`src/rtl/muldiv_unit.sv`:
```
// Iterative RV32M multiply/divide unit: shift-add multiply and restoring divide,
// one bit per cycle, with sign fix-up and RISC-V divide special cases.
module muldiv_unit #(
    parameter int WIDTH = 32
) (
    input  logic             clk,
    input  logic             reset,
    input  logic             Start,
    input  logic [6:0]       Funct7,
    input  logic [2:0]       Funct3,
    input  logic [WIDTH-1:0] A,
    input  logic [WIDTH-1:0] B,
    output logic [WIDTH-1:0] Result,
    output logic             Busy,
    output logic             Done
);
    localparam int                CNT_W     = $clog2(WIDTH + 1);
    localparam logic [CNT_W-1:0]  LAST_ITER = CNT_W'(WIDTH - 1);
    localparam logic [CNT_W-1:0]  CNT_ONE   = {{(CNT_W-1){1'b0}}, 1'b1};
    localparam logic [WIDTH-1:0]  ZERO_W    = {WIDTH{1'b0}};
    localparam logic [WIDTH-1:0]  ONES_W    = {WIDTH{1'b1}};
    localparam logic [WIDTH-1:0]  MIN_W     = {1'b1, {(WIDTH-1){1'b0}}};
    localparam logic [2:0]        F3_MUL    = 3'b000;
    localparam logic [2:0]        F3_MULH   = 3'b001;
    localparam logic [2:0]        F3_MULHSU = 3'b010;
    localparam logic [2:0]        F3_DIV    = 3'b100;
    localparam logic [2:0]        F3_REM    = 3'b110;

    typedef enum logic [1:0] {S_IDLE, S_CALC, S_FIX, S_DONE} state_t;

    function automatic logic [WIDTH-1:0] neg_w(input logic [WIDTH-1:0] v);
        return ~v + {{(WIDTH-1){1'b0}}, 1'b1};
    endfunction

    function automatic logic [2*WIDTH-1:0] neg_2w(input logic [2*WIDTH-1:0] v);
        return ~v + {{(2*WIDTH-1){1'b0}}, 1'b1};
    endfunction

    state_t             state_q, state_d;
    logic [2:0]         op_q, op_d;
    logic               neg_q, neg_d;
    logic [CNT_W-1:0]   cnt_q, cnt_d;
    logic [2*WIDTH-1:0] acc_q, acc_d;
    logic [WIDTH-1:0]   opnd_q, opnd_d;
    logic [WIDTH-1:0]   rem_q, rem_d;
    logic [WIDTH-1:0]   quo_q, quo_d;
    logic [WIDTH-1:0]   result_q, result_d;
    logic               busy_q, busy_d;
    logic               done_q, done_d;

    logic               accept_s, sign_a_s, sign_b_s, div_zero_s, ovf_s, special_s;
    logic [WIDTH-1:0]   mag_a_s, mag_b_s, special_res_s;
    logic [WIDTH:0]     mul_sum_s, div_shift_s, div_diff_s;
    logic [2*WIDTH-1:0] prod_fix_s;
    logic [WIDTH-1:0]   quo_fix_s, rem_fix_s;

    assign accept_s   = (state_q == S_IDLE) && Start && (Funct7 == 7'b0000001);
    assign sign_a_s   = ((Funct3 == F3_MULH) || (Funct3 == F3_MULHSU) ||
                         (Funct3 == F3_DIV)  || (Funct3 == F3_REM)) && A[WIDTH-1];
    assign sign_b_s   = ((Funct3 == F3_MULH) || (Funct3 == F3_DIV) ||
                         (Funct3 == F3_REM)) && B[WIDTH-1];
    assign mag_a_s    = sign_a_s ? neg_w(A) : A;
    assign mag_b_s    = sign_b_s ? neg_w(B) : B;
    assign div_zero_s = Funct3[2] && (B == ZERO_W);
    assign ovf_s      = ((Funct3 == F3_DIV) || (Funct3 == F3_REM)) && (A == MIN_W) && (B == ONES_W);
    assign special_s  = div_zero_s || ovf_s;

    // The multiplier lives in the low half of acc_q and is consumed LSB first.
    assign mul_sum_s   = {1'b0, acc_q[2*WIDTH-1:WIDTH]} +
                         (acc_q[0] ? {1'b0, opnd_q} : {(WIDTH+1){1'b0}});
    assign div_shift_s = {rem_q, quo_q[WIDTH-1]};
    assign div_diff_s  = div_shift_s - {1'b0, opnd_q};

    assign prod_fix_s = neg_q ? neg_2w(acc_q) : acc_q;
    assign quo_fix_s  = neg_q ? neg_w(quo_q) : quo_q;
    assign rem_fix_s  = neg_q ? neg_w(rem_q) : rem_q;

    // Result for accepts that bypass iteration.
    always_comb begin
        special_res_s = ZERO_W;
        if (div_zero_s) begin
            special_res_s = Funct3[1] ? A : ONES_W;
        end else if (ovf_s) begin
            special_res_s = Funct3[1] ? ZERO_W : A;
        end else begin
            special_res_s = ZERO_W;
        end
    end

    // FSM next state and registered status flags.
    always_comb begin
        state_d = state_q;
        case (state_q)
            S_IDLE: begin
                if (accept_s) begin
                    state_d = special_s ? S_DONE : S_CALC;
                end else begin
                    state_d = S_IDLE;
                end
            end
            S_CALC: begin
                if (cnt_q == LAST_ITER) begin
                    state_d = S_FIX;
                end else begin
                    state_d = S_CALC;
                end
            end
            S_FIX:   state_d = S_DONE;
            S_DONE:  state_d = S_IDLE;
            default: state_d = S_IDLE;
        endcase
        busy_d = (state_d == S_CALC) || (state_d == S_FIX);
        done_d = (state_d == S_DONE);
    end

    // Datapath: operand capture, one iteration per CALC cycle, sign fix-up in FIX.
    always_comb begin
        op_d     = op_q;
        neg_d    = neg_q;
        cnt_d    = cnt_q;
        acc_d    = acc_q;
        opnd_d   = opnd_q;
        rem_d    = rem_q;
        quo_d    = quo_q;
        result_d = result_q;
        case (state_q)
            S_IDLE: begin
                if (accept_s) begin
                    op_d   = Funct3;
                    neg_d  = (Funct3[2] && Funct3[1]) ? sign_a_s : (sign_a_s ^ sign_b_s);
                    cnt_d  = {CNT_W{1'b0}};
                    acc_d  = {ZERO_W, mag_a_s};
                    opnd_d = mag_b_s;
                    rem_d  = ZERO_W;
                    quo_d  = mag_a_s;
                    if (special_s) begin
                        result_d = special_res_s;
                    end else begin
                        result_d = result_q;
                    end
                end else begin
                    op_d = op_q;
                end
            end
            S_CALC: begin
                cnt_d = cnt_q + CNT_ONE;
                if (op_q[2]) begin
                    if (div_diff_s[WIDTH]) begin
                        rem_d = div_shift_s[WIDTH-1:0];
                        quo_d = {quo_q[WIDTH-2:0], 1'b0};
                    end else begin
                        rem_d = div_diff_s[WIDTH-1:0];
                        quo_d = {quo_q[WIDTH-2:0], 1'b1};
                    end
                end else begin
                    acc_d = {mul_sum_s, acc_q[WIDTH-1:1]};
                end
            end
            S_FIX: begin
                case (op_q)
                    F3_MUL:                  result_d = prod_fix_s[WIDTH-1:0];
                    3'b001, 3'b010, 3'b011:  result_d = prod_fix_s[2*WIDTH-1:WIDTH];
                    3'b100, 3'b101:          result_d = quo_fix_s;
                    3'b110, 3'b111:          result_d = rem_fix_s;
                    default:                 result_d = result_q;
                endcase
            end
            default: begin
                result_d = result_q;
            end
        endcase
    end

    // State and datapath registers with synchronous reset.
    always_ff @(posedge clk) begin
        if (reset) begin
            state_q  <= S_IDLE;
            op_q     <= 3'b000;
            neg_q    <= 1'b0;
            cnt_q    <= {CNT_W{1'b0}};
            acc_q    <= {(2*WIDTH){1'b0}};
            opnd_q   <= ZERO_W;
            rem_q    <= ZERO_W;
            quo_q    <= ZERO_W;
            result_q <= ZERO_W;
            busy_q   <= 1'b0;
            done_q   <= 1'b0;
        end else begin
            state_q  <= state_d;
            op_q     <= op_d;
            neg_q    <= neg_d;
            cnt_q    <= cnt_d;
            acc_q    <= acc_d;
            opnd_q   <= opnd_d;
            rem_q    <= rem_d;
            quo_q    <= quo_d;
            result_q <= result_d;
            busy_q   <= busy_d;
            done_q   <= done_d;
        end
    end

    assign Result = result_q;
    assign Busy   = busy_q;
    assign Done   = done_q;

endmodule

```
`config.mk`:
```
export PLATFORM = sky130hd
export DESIGN_NAME = muldiv_unit
export DESIGN_NICKNAME = d
export VERILOG_FILES = /design/src/rtl/muldiv_unit.sv
export SDC_FILE = /design/constraint.sdc
export NUM_CORES = 1
export LEC_CHECK = 0
export ABC_AREA = 1
export CORE_UTILIZATION = 30
export DETAILED_ROUTE_END_ITERATION = 8
export PLACE_DENSITY = 0.56
export RECOVER_POWER = 25
export SLEW_MARGIN = 20
export SYNTH_ARGS = -nofsm -noshare
export SYNTH_HDL_FRONTEND = slang
export SYNTH_SLANG_ARGS = --single-unit
export TNS_END_PERCENT = 5
```
`constraint.sdc`:
```
create_clock -name clk -period 3 [get_ports clk]
set_clock_uncertainty 0.1 [all_clocks]
set_input_delay 0.45 -clock clk [delete_from_list [all_inputs] [get_ports clk]]
set_output_delay 0.45 -clock clk [all_outputs]
set_load 0.005 [all_outputs]
```
======== Word level (Yosys, flattened, before mapping) ========
Index checks and enable logic that the tools add are counted.
operators by class
  $add $sub $neg .......................... 8
  equality and inequality tests ........... 25
  multiplexer cells ....................... 32
  bitwise gates (word level) .............. 6
  reduce and logical (&&, ||, !) cells .... 29
operator list
  operator                                       number
  2-to-1 mux 32 bit                              16
  2-to-1 mux 64 bit                              3
  one-hot mux 32 bit (2 select lines)            3
  adder 32 x 1 -> 32 bit, second input constant  4
  inverter 32 bit                                4
  one-hot mux 32 bit (4 select lines)            1
  one-hot mux 64 bit (2 select lines)            1
  adder 64 x 1 -> 64 bit, second input constant  1
  == test 32 bit, second input constant          2
  inverter 64 bit                                1
  adder 32 x 32 -> 33 bit                        1
  subtractor 33 x 32 -> 33 bit                   1
  zero test 32 bit                               1
  == test 3 bit, second input constant           6
  one-hot mux 6 bit (2 select lines)             1
  == test 3 x 2 -> 1 bit, second input constant  3
  AND reduction 3 bit                            3
  == test 2 bit, second input constant           4
  logical AND 1 bit                              8
  logical OR 1 bit                               8
  inequality test 2 bit, second input constant   4
  one-hot mux 2 bit (4 select lines)             1
  == test 7 x 1 -> 1 bit, second input constant  1
  adder 6 x 1 -> 6 bit, second input constant    1
  13 further kinds                               21
word-level totals
  register bits after elaboration ......... 206
  bits of input ports ..................... 77
  output and inout bits ................... 34

======== Logic depth before layout (Yosys ltp) ========
Gate-level depths: netlist of the first run.
  depth in word-level cells ............... 10
  gate-level depth with buffers ........... 19
  gate-level depth less buffers ........... 18

======== Worst setup path before layout of the first run ========
Ideal clock, no wire load.
  kind .................................... reg2reg
  start ................................... register acc_q[0]
  end ..................................... register acc_q[52]
  setup time .............................. 0.132 ns
  data arrival time ....................... 2.222 ns
  data required time ...................... 2.768 ns
  setup slack ............................. 0.546 ns
  cell stages (with the launch flop) ...... 15
  cells stage by stage .................... dfxtp_1 buf_2 clkbuf_1 nand2_1 inv_1 ha_1 a21oi_1 o21ai_0 a21oi_1 o21ai_0 nand2_1 nand2_1 or2_2 nand3_1 a21oi_1
on the way
  cells in the longest elaborated chain, start to end .. 4
ends and longest elaborated chain
  item                                 line  source
  start, declared                      43    logic [2*WIDTH-1:0] acc_q, acc_d;
  start signal, assigned               181   acc_q <= {(2*WIDTH){1'b0}};
  2-to-1 mux 32 bit                    70    (acc_q[0] ? {1'b0, opnd_q} : {(WIDTH+1){1'b0}});
  adder 32 x 32 -> 33 bit              69    assign mul_sum_s = {1'b0, acc_q[2*WIDTH-1:WIDTH]} +
  2-to-1 mux 64 bit                    147   if (op_q[2]) begin
  one-hot mux 64 bit (2 select lines)  126   case (state_q)
Every way passes these cells. The select of a mux whose other input is x is not followed.
A chain may end at the register's enable or synchronous reset.

======== Final worst setup path of the first run ========
  start ................................... register acc_q[0]
  end ..................................... register result_q[8], in the netlist Result[8]
on the way
  cells in the longest elaborated chain, start to end .. 5
ends and longest elaborated chain
  item                                 line  source
  inverter 64 bit                      36    return ~v + {{(2*WIDTH-1){1'b0}}, 1'b1};
  adder 64 x 1 -> 64 bit               36
  2-to-1 mux 64 bit                    74    assign prod_fix_s = neg_q ? neg_2w(acc_q) : acc_q;
  one-hot mux 32 bit (4 select lines)  160   case (op_q)
  one-hot mux 32 bit (2 select lines)  126
  end signal, assigned                 197   result_q <= result_d;
  end, declared                        47    logic [WIDTH-1:0] result_q, result_d;
Every way passes these cells.

==> flow_results.org, run 1 <==
** Synth
- Cell type contributing the most total cell area after synthesis :: sky130_fd_sc_hd__dfxtp_1
- For this run, asynchronously set or reset flops after synthesis account for 0.
- Yosys mapped the design onto 52 distinct sky130hd cell types.
- Post-synth design cell area :: 0.02023 mm^2
- Synth top area cells :: sky130_fd_sc_hd__dfxtp_1 (20%), sky130_fd_sc_hd__nand2_1 (19%), sky130_fd_sc_hd__a21oi_1 (8.7%)
- Net count after synthesis :: 3794
- The Yosys step of the flow raised 0 warnings.
- Portion of synthesized cell area occupied by the leading cell type :: 0.2039
- Register area share after synthesis :: 0.2039
- In the synthesized netlist the dominant register cell turns out to be sky130_fd_sc_hd__dfxtp_1.
- Number of cells produced by synthesis :: 3643
- A synthesized cell averages 5.553 um^2.
- The synthesized design contains 206 register bits.
- Number of enable flip-flop cells after synthesis :: 0

** Route
- For this block, the routed nets add up to 91480 um of wire.
- The final route contains 24.55k vias.
- The first detailed-routing pass ran for 6 iterations.
- For this block, the initial DRC count from the detailed router was 2835.
- After detailed routing, the average wire length per cell comes to 19.65 um.
- Post-DR vias/cell :: 5.274
- The detail route stage leaves a number of antenna-violating nets equal to 0.
- DRC violation count after routing :: 0

** STA
- Top achievable clock speed :: 344.7 MHz
- Smallest hold slack :: 0.3194 ns
- Setup repair after global routing left no endpoint under its margin.
- Final hold viol count :: 0
- In the final timing run, aggregate negative setup slack is 0 ns.
- Dividing the final minimum period by the clock period gives 0.9671.
- Pins over their slew limit :: 30
- Setup violations remaining at the end of the flow were counted as 0.
- The worst pin sits at a relative slew slack of -0.01559.
- Time the worst path needs with I/O delays and setup :: 2.901 ns
- At the pin with the least slew margin, the transition time is 1.522 ns.

** Floorplanning
- The floorplan has 94 rows.
- Initial core utilization :: 0.3055
- Vertical die dimension :: 261.7 um
- Die Wd :: 261.7 um
- Die area :: 0.06847 mm^2
- I/O pin count :: 111
- The core region is 0.06622 mm^2.

** Setup path
- For the worst setup path, the data arrival time is 3.30 ns.
- The worst setup path is captured at a register.
- Of all nets on the critical path, the largest fanout is 7.
- Capture instance of the worst register-to-register path :: Result[8]$_SDFFE_PP0P_
- Critical Setup Path Class :: register to register
- For flop-to-flop paths, the worst setup slack is 0.1 ns.
- The worst setup path is launched from a register.
- For the worst flop-to-flop path, the logic depth is 16.
- STA puts the critical path data required time at 3.39 ns.
- Beginning of the worst register-to-register path :: acc_q[0]$_SDFFE_PP0P_

** Power and ir drop
- Of the total power, the share spent switching nets is 0.2863.
- Of the total power, registers draw 0.368.
- Maximum resistive drop on vdd :: 391.7 uV
- Pleak :: 12.03 nW
- Internal Pwr Total :: 0.005345 W
- Clock share of power :: 0.499
- Areal power density over the cells :: 313.5 mW/mm^2
- Of the total power, combinational logic draws 0.133.
- Net load switching power :: 0.002144 W

** Cells and area
- In the layout the commonest cells are sky130_fd_sc_hd__nand2_1 (1031), sky130_fd_sc_hd__nor2_1 (461), sky130_fd_sc_hd__inv_1 (423).
- Once layout is complete, the utilization of the core stands at 0.3607.
- Antenna fix cells :: 0
- Area overhead of the layout relative to synthesis :: 18.07%
- Number of standard cells in the final layout excluding fillers :: 4655
- Fill cell total of the finished layout :: 7587
- Layout cells sized above 1 :: 0.06858
- Leaving out fill and tap cells, the most frequent cell in the layout is sky130_fd_sc_hd__nand2_1.
- Post-layout nets :: 3920

** GRT
- Tot GR Track Use :: 0.2604
- Number of global-route vias before repair :: 22.05k
- Largest net degree at the start of global routing :: 113
- The initial antenna violation count came to 0.
- Remaining global-route overflow :: 0
- Wire length of the first global-routing pass :: 136400 um

** Status
- The checks that failed: max-capacitance violations, max-slew violations.
- The flow ran to the end, but the final reports show violations.

** Clock tree
- CTS built an H-tree with a depth of 1.
- Clock-pin slew of the registers on the worst-case setup and hold paths :: 0.06 ns
- Clock latency on the worst-skew pair, taken at its later pin, is 0.60 ns.
- Clock tree synthesis inserted a total of 28 buffers.
- TritonCTS clock tree :: built
- The tree is rooted in a sky130_fd_sc_hd__clkbuf_16.
- Num Clock Sinks :: 206
- Buffer depth of the longest clock path :: 3

** Job
- Max-cap violations in this run came to 1.

** Worst hold path
- Source of the worst hold timing path :: reset
- Sink of the worst hold path :: opnd_q[17]$_SDFFE_PP0P_
- The worst hold path belongs to the class primary input to register.
- Cell count of the worst hold path :: 4

** Place
- After detailed placement, the design holds a cell count of 4603.
- HPWL after detailed placement :: 73710 um
- Routability Congestion :: 1.048
- Input and output buffers added on the ports amount to 110.
power by group through the flow:
| stage | clock [W] | sequential [W] | combinational (W) |
|---|---|---|---|
| 3_3_place_gp | 0 | 0.00282 | 0.000972 |
| 6_report | 0.00374 | 0.00276 | 0.000993 |
| 4_1_cts | 0.00378 | 0.00276 | 0.000980 |
| 3_5_place_dp | 0 | 0.00282 | 0.000975 |
| 5_1_grt | 0.00389 | 0.00276 | 0.00108 |
| 2_1_floorplan | 0 | 0.00281 | 0.000544 |
worst max-delay path, stage by stage (launching register included):
cell and delay [ns]:
sky130_fd_sc_hd__dfxtp_2 0.36, sky130_fd_sc_hd__buf_4 0.16, sky130_fd_sc_hd__inv_2 0.05, sky130_fd_sc_hd__ha_1 0.15, sky130_fd_sc_hd__nand3_1 0.19, sky130_fd_sc_hd__nor2_1 0.28
sky130_fd_sc_hd__nand2_1 0.17, sky130_fd_sc_hd__nand2_1 0.11, sky130_fd_sc_hd__nand2_1 0.19, sky130_fd_sc_hd__inv_2 0.17, sky130_fd_sc_hd__nand3b_1 0.09, sky130_fd_sc_hd__nand3_1 0.24
sky130_fd_sc_hd__nand3b_1 0.21, sky130_fd_sc_hd__nand2_1 0.14, sky130_fd_sc_hd__nand3_1 0.08, sky130_fd_sc_hd__nand2_1 0.07, sky130_fd_sc_hd__inv_1 0.03
metal layers:
metal	part of all wire	GRT usage	wire, um	up-vias
met3	0.068	0.02566	6251	151
li1	-	-	-	12180
met4	0.041	0.09528	3741	0
met1	0.45	0.3680	41270	11290
met2	0.44	0.4074	40210	925
met5	0	0	0	-
Yosys cell counts (all sizes together), types with 6 or more instances:
library cell / n
nand2: 1042
nor2: 480
inv: 442
a21oi: 353
nand3: 347
o21ai: 274
dfxtp: 206
clkbuf: 74
ha: 72
buf: 55
nand4: 55
nand3b: 39
nor3: 38
xnor2: 28
xor2: 23
o211ai: 19
a221oi: 10
or2: 10
o21a: 9
a211oi: 8
o21bai: 8
a31oi: 7
o22ai: 7
nor4: 6
sequential cells by signal (all words and copies together), names as in the netlist:
name,count
acc_q,64
Result,32
opnd_q,32
quo_q,32
rem_q,32
cnt_q,6
op_q,3
state_q,2
Busy,1
Done,1
neg_q,1
final cells by class:
class	count	area, um^2	share of cell area
multi-input cells	2863	13900	0.5819
well taps	864	1081	0.04526
clock inverters	19	250.2	0.01048
inverters	445	1672	0.06999
flip-flops and latches	206	4130	0.1729
clock buffers	33	760.7	0.03185
repair buffers	225	2093	0.08764
logic make-up (layout without fill, tap and decap cells):
logic type / after synthesis / count (layout) / share of synthesized area
buf+inv: 574 / 722 / 0.1109
simple gates: 2020 / 2020 / 0.4261
xor+xnor: 51 / 51 / 0.02208
compound gates: 718 / 718 / 0.1905
flops: 206 / 206 / 0.2039
fa+ha+maj: 74 / 74 / 0.04651
through the flow:
stage / setup WS [ns] / total power (W) / cell area (um^2)
final: 0.09880 / 0.007488 / 23880
after global routing: 0.007307 / 0.007732 / 23880
after CTS: 0.1865 / 0.007520 / 23900
after detailed placement: 0.07835 / 0.003792 / 22890
after global placement: 0.1455 / 0.003789 / 22890
after floorplan: 0.5458 / 0.003355 / 20230
worst max path at each step:
stage	start	to	slack, ns	cells past startpoint
after global routing	quo_q[31]$_SDFFE_PP0P_	rem_q[25]$_SDFFE_PP0P_	0.007	17
after floorplan	acc_q[0]$_SDFFE_PP0P_	acc_q[52]$_SDFFE_PP0P_	0.55	14
final	acc_q[0]$_SDFFE_PP0P_	Result[8]$_SDFFE_PP0P_	0.1	16
after global placement	Funct3[1]	quo_q[21]$_SDFFE_PP0P_	0.15	9
after CTS	opnd_q[0]$_SDFFE_PP0P_	rem_q[3]$_SDFFE_PP0P_	0.19	17
after detailed placement	Funct3[1]	quo_q[21]$_SDFFE_PP0P_	0.08	9
what timing repair did:
action / in CTS / in global routing
setup buffers: 0 / 0
endpoints found under the setup margin: 0 / 29
hold buffers: 0 / 0
gates resized for setup: 0 / 6
Note: power is estimated with default switching activity, not from simulation.
==> inputs of run 2 (changes only) <==
PLACE_DENSITY = 0.57   (was 0.56)
clock period = 2.5 ns   (was 3 ns; I/O delays follow)
==> run 2 against run 1 <==
The flow finishes with violations (negative setup slack). Sequential share of layout area fell by 2.4 points. Register-to-register slack got worse by 0.16 ns. Critical path depth rose by 2. Highest routed layer unchanged.
==> flow_results.org, run 2 (synthesis gave the netlist of run 1 again) <==
** Route
- For this run, the detailed router's first-pass iteration total came to 8.
- The final layout contains routed wiring with a total length of 95780 um.
- Summing over every cut layer, the via total after detailed routing is 26.26k.
- In the routed design, unresolved DRC markers number 0.
- Using the TritonRoute via totals, the vias-per-cell ratio works out to 5.190.
- Number of design-rule violations left by the first detailed-router iteration :: 2578
- Final antenna-violating net count :: 0
- Routed length per placed instance :: 18.93 um

** STA
- The final number of hold-violating endpoints is 0.
- Ratio of final minimum period to clock period :: 1.024
- Number of endpoints failing setup at the final stage :: 23
- For this run, the top clock speed supported by timing is 390.7 MHz.
- Smallest hold slack :: 0.06710 ns
- The max-slew violation total from the final report came to 0.
- Time the worst path needs with I/O delays and setup :: 2.560 ns
- Worst setup margin :: -0.05964 ns
- Setup repair after global routing could not meet its margin everywhere.
- The worst pin sits at a relative slew slack of 0.5870.
- Slew @ Worst Pin :: 0.6173 ns

** GRT
- Tot GR Track Use :: 0.2697
- The initial antenna violation count was 2.
- The first global-routing pass estimated 141600 um of wire.
- After global routing the overflow that remains totals 0.
- Entering global routing, the biggest net connects 95 pins.
- The number of global-route vias before repair came to 23.86k.

** Place
- Before CTS, the worst setup slack after placement is -0.3056 ns.
- Summed over all nets, the half-perimeter wirelength after detailed placement is 77720 um.
- Number of placed instances with taps included :: 4995
- Routability Congestion :: 1.043
- In this run the cell area measured after placement is 0.02592 mm^2.
- Number of buffers added on ports :: 110

** Setup path
- Measured in cells, the most critical reg-to-reg path has a length of 18.
- The worst setup path is launched from a register.
- Counting stages on the worst path, the most repeated cell is sky130_fd_sc_hd__nand2_4.
- Data on the critical path is required at its endpoint by 2.84 ns.
- The setup path with the least slack is of type register to register.
- At the worst endpoint, the arrival time is 2.90 ns.
- Max incr delay on CP :: 0.38 ns
- Worst-path cell chain :: inv_4 -> ha_4 -> fa_2 -> inv_2 -> nand2_4 -> o21ai_4 -> nand2_2 -> nand2_2 -> nand2_2 -> nand2_4 -> nand2_4 -> nand2_4 -> nand2_4 -> nand2_4 -> clkbuf_16 -> nand2_2 -> nand3_1 -> a21oi_1
- CP startpoint :: quo_q[31]$_SDFFE_PP0P_
- STA classifies the critical path endpoint as a register.
- Beginning of the worst register-to-register path :: quo_q[31]$_SDFFE_PP0P_
- Highest fanout seen on the critical path :: 7
- Cell with the largest stage delay on the worst path :: sky130_fd_sc_hd__fa_2

** Cells and area
- Final core occ :: 0.4215
- Of the cells placed in the final design, the portion with a size suffix greater than 1 is 0.2006.
- The area growth from synthesis to layout is 37.99%.
- The layout has 7164 filler cells.
- Multi-input combinational cell area :: 0.01476 mm^2
- Max FFs per register :: 64
- More flip-flops sit in one register than any other, and that register is acc_q.
- Area used by sequential logic in the layout :: 0.004150 mm^2
- Number of standard cells in the final layout excluding fillers :: 5060
- Post-layout nets :: 4325
- The library cells used most frequently in the layout, excluding fill and tap cells, are sky130_fd_sc_hd__nand2_1 (993), sky130_fd_sc_hd__buf_4 (490), sky130_fd_sc_hd__nor2_1 (438).
- Most common cell after layout, fill and taps aside :: sky130_fd_sc_hd__nand2_1
- Final standard cell area without fillers :: 0.02791 mm^2

** Clock tree
- Later-pin clock latency in the skew report :: 0.58 ns
- Maximum level of the CTS H-tree :: 1
- Cts-stage hold buffer count :: 0
- CTS placed an instance of sky130_fd_sc_hd__clkbuf_16 at the clock tree root.
- Num Clock Sinks :: 206
- Clock-pin slew of the registers on the worst-case setup and hold paths :: 0.07 ns
- TritonCTS clock tree :: built
- Buffer depth of the longest clock path :: 3
- The number of clock buffers added by TritonCTS is 27.

** Power and ir drop
- Pleak :: 14.13 nW
- Areal power density over the cells :: 327.7 mW/mm^2
- Of the total power, combinational logic draws 0.165.
- IR analysis of the VDD net gives a maximum drop of 472.4 uV.
- Register share of total power :: 0.361
- Of the total power, the clock network draws 0.475.
- The internal power of the cells totals 0.006552 W.
- Summed over all nets, the switching power comes to 0.002595 W.
- Switching share of power :: 0.2837

** Worst hold path
- Worst Hold Class :: primary input to register
- Cell count of the worst hold path :: 2
- In this run the most critical hold path is launched from reset.

** Floorplanning
- The die is 261.7 um tall.
- Core footprint :: 0.06622 mm^2
- Die area :: 0.06847 mm^2
- Initial core utilization :: 0.3055
- I/O pin count :: 111
- In this run the horizontal extent of the chip is 261.7 um.
- After floorplanning, the core was divided into 94 placement rows.

** Status
- The run finished, with violations left.
- Violations in the final reports :: negative setup slack

** Job
- Max capacitance violation total :: 0
run 2: cell types whose count changed in the layout (fill, tap and decap cells not counted), moves of 12 or more:
cell	change
sky130_fd_sc_hd__ha_1	-26
sky130_fd_sc_hd__a21oi_1	-39
sky130_fd_sc_hd__nor2_1	-23
sky130_fd_sc_hd__nand3_1	-16
sky130_fd_sc_hd__ha_4	+23
sky130_fd_sc_hd__nor2_2	+20
sky130_fd_sc_hd__nand3_2	+14
sky130_fd_sc_hd__dfxtp_1	-12
sky130_fd_sc_hd__o21ai_0	-21
sky130_fd_sc_hd__nand2_1	-38
sky130_fd_sc_hd__a21oi_2	+35
sky130_fd_sc_hd__buf_4	+387
sky130_fd_sc_hd__nand2_2	+31
run 2: power by group through the flow:
stage               logic [W]  clock network (W)  registers [W]
floorplan            0.000653                  0        0.00337
global placement      0.00142                  0        0.00338
detailed placement    0.00142                  0        0.00338
CTS                   0.00143            0.00439        0.00330
global route          0.00162            0.00451        0.00330
finish                0.00151            0.00434        0.00330
run 2: path summary, 6_finish.rpt:
check | endpoint | slack, ns
min | rem_q[2]$_SDFFE_PP0P_ | 0.07
max | rem_q[20]$_SDFFE_PP0P_ | -0.06
min reg2reg | cnt_q[1]$_SDFFE_PP0P_ | 0.38
max reg2reg | rem_q[20]$_SDFFE_PP0P_ | -0.06
run 2: area by class of cell:
cell class,count,share of cell area
Tap cell,864,0.03873
Clock inverter,13,0.007351
Inverter,445,0.05998
Timing Repair Buffer,631,0.1895
Multi-Input combinational cell,2863,0.5288
Antenna cell,3,0.0002689
Clock buffer,35,0.02676
Sequential cell,206,0.1487
run 2: metrics by stage:
step / total power (W) / TNS [ns]
after global routing: 0.009426 / -4.064
after global placement: 0.004794 / -14.48
after floorplan: 0.004026 / 0
final: 0.009147 / -0.6613
after CTS: 0.009116 / -0.1184
after detailed placement: 0.004792 / -19.63
run 2: layer usage:
layer	track usage	wire length, um	vias up
met4	0.1237	5026	0
met2	0.4288	42430	959
met3	0.02103	6137	186
met5	0	0	-
met1	0.3698	42190	12120
li1	-	-	13000
run 2: critical path, delay by kind of cell, from the launching register on:
| family | cells | cell delay [ns] |
|---|---|---|
| and+or+nand+nor | 11 | 0.85 |
| AOI/OAI and AO/OA | 2 | 0.23 |
| adders and majority gates | 2 | 0.54 |
| DFF | 1 | 0.36 |
| buffers and inverters | 3 | 0.31 |
run 2: timing repair:
action / in CTS / in global routing
resized for setup: 42 / 208
gates cloned: 0 / 2
endpoints found under the setup margin: 66 / 77
pin swaps: 2 / 39
buffers inserted: 1 / 11
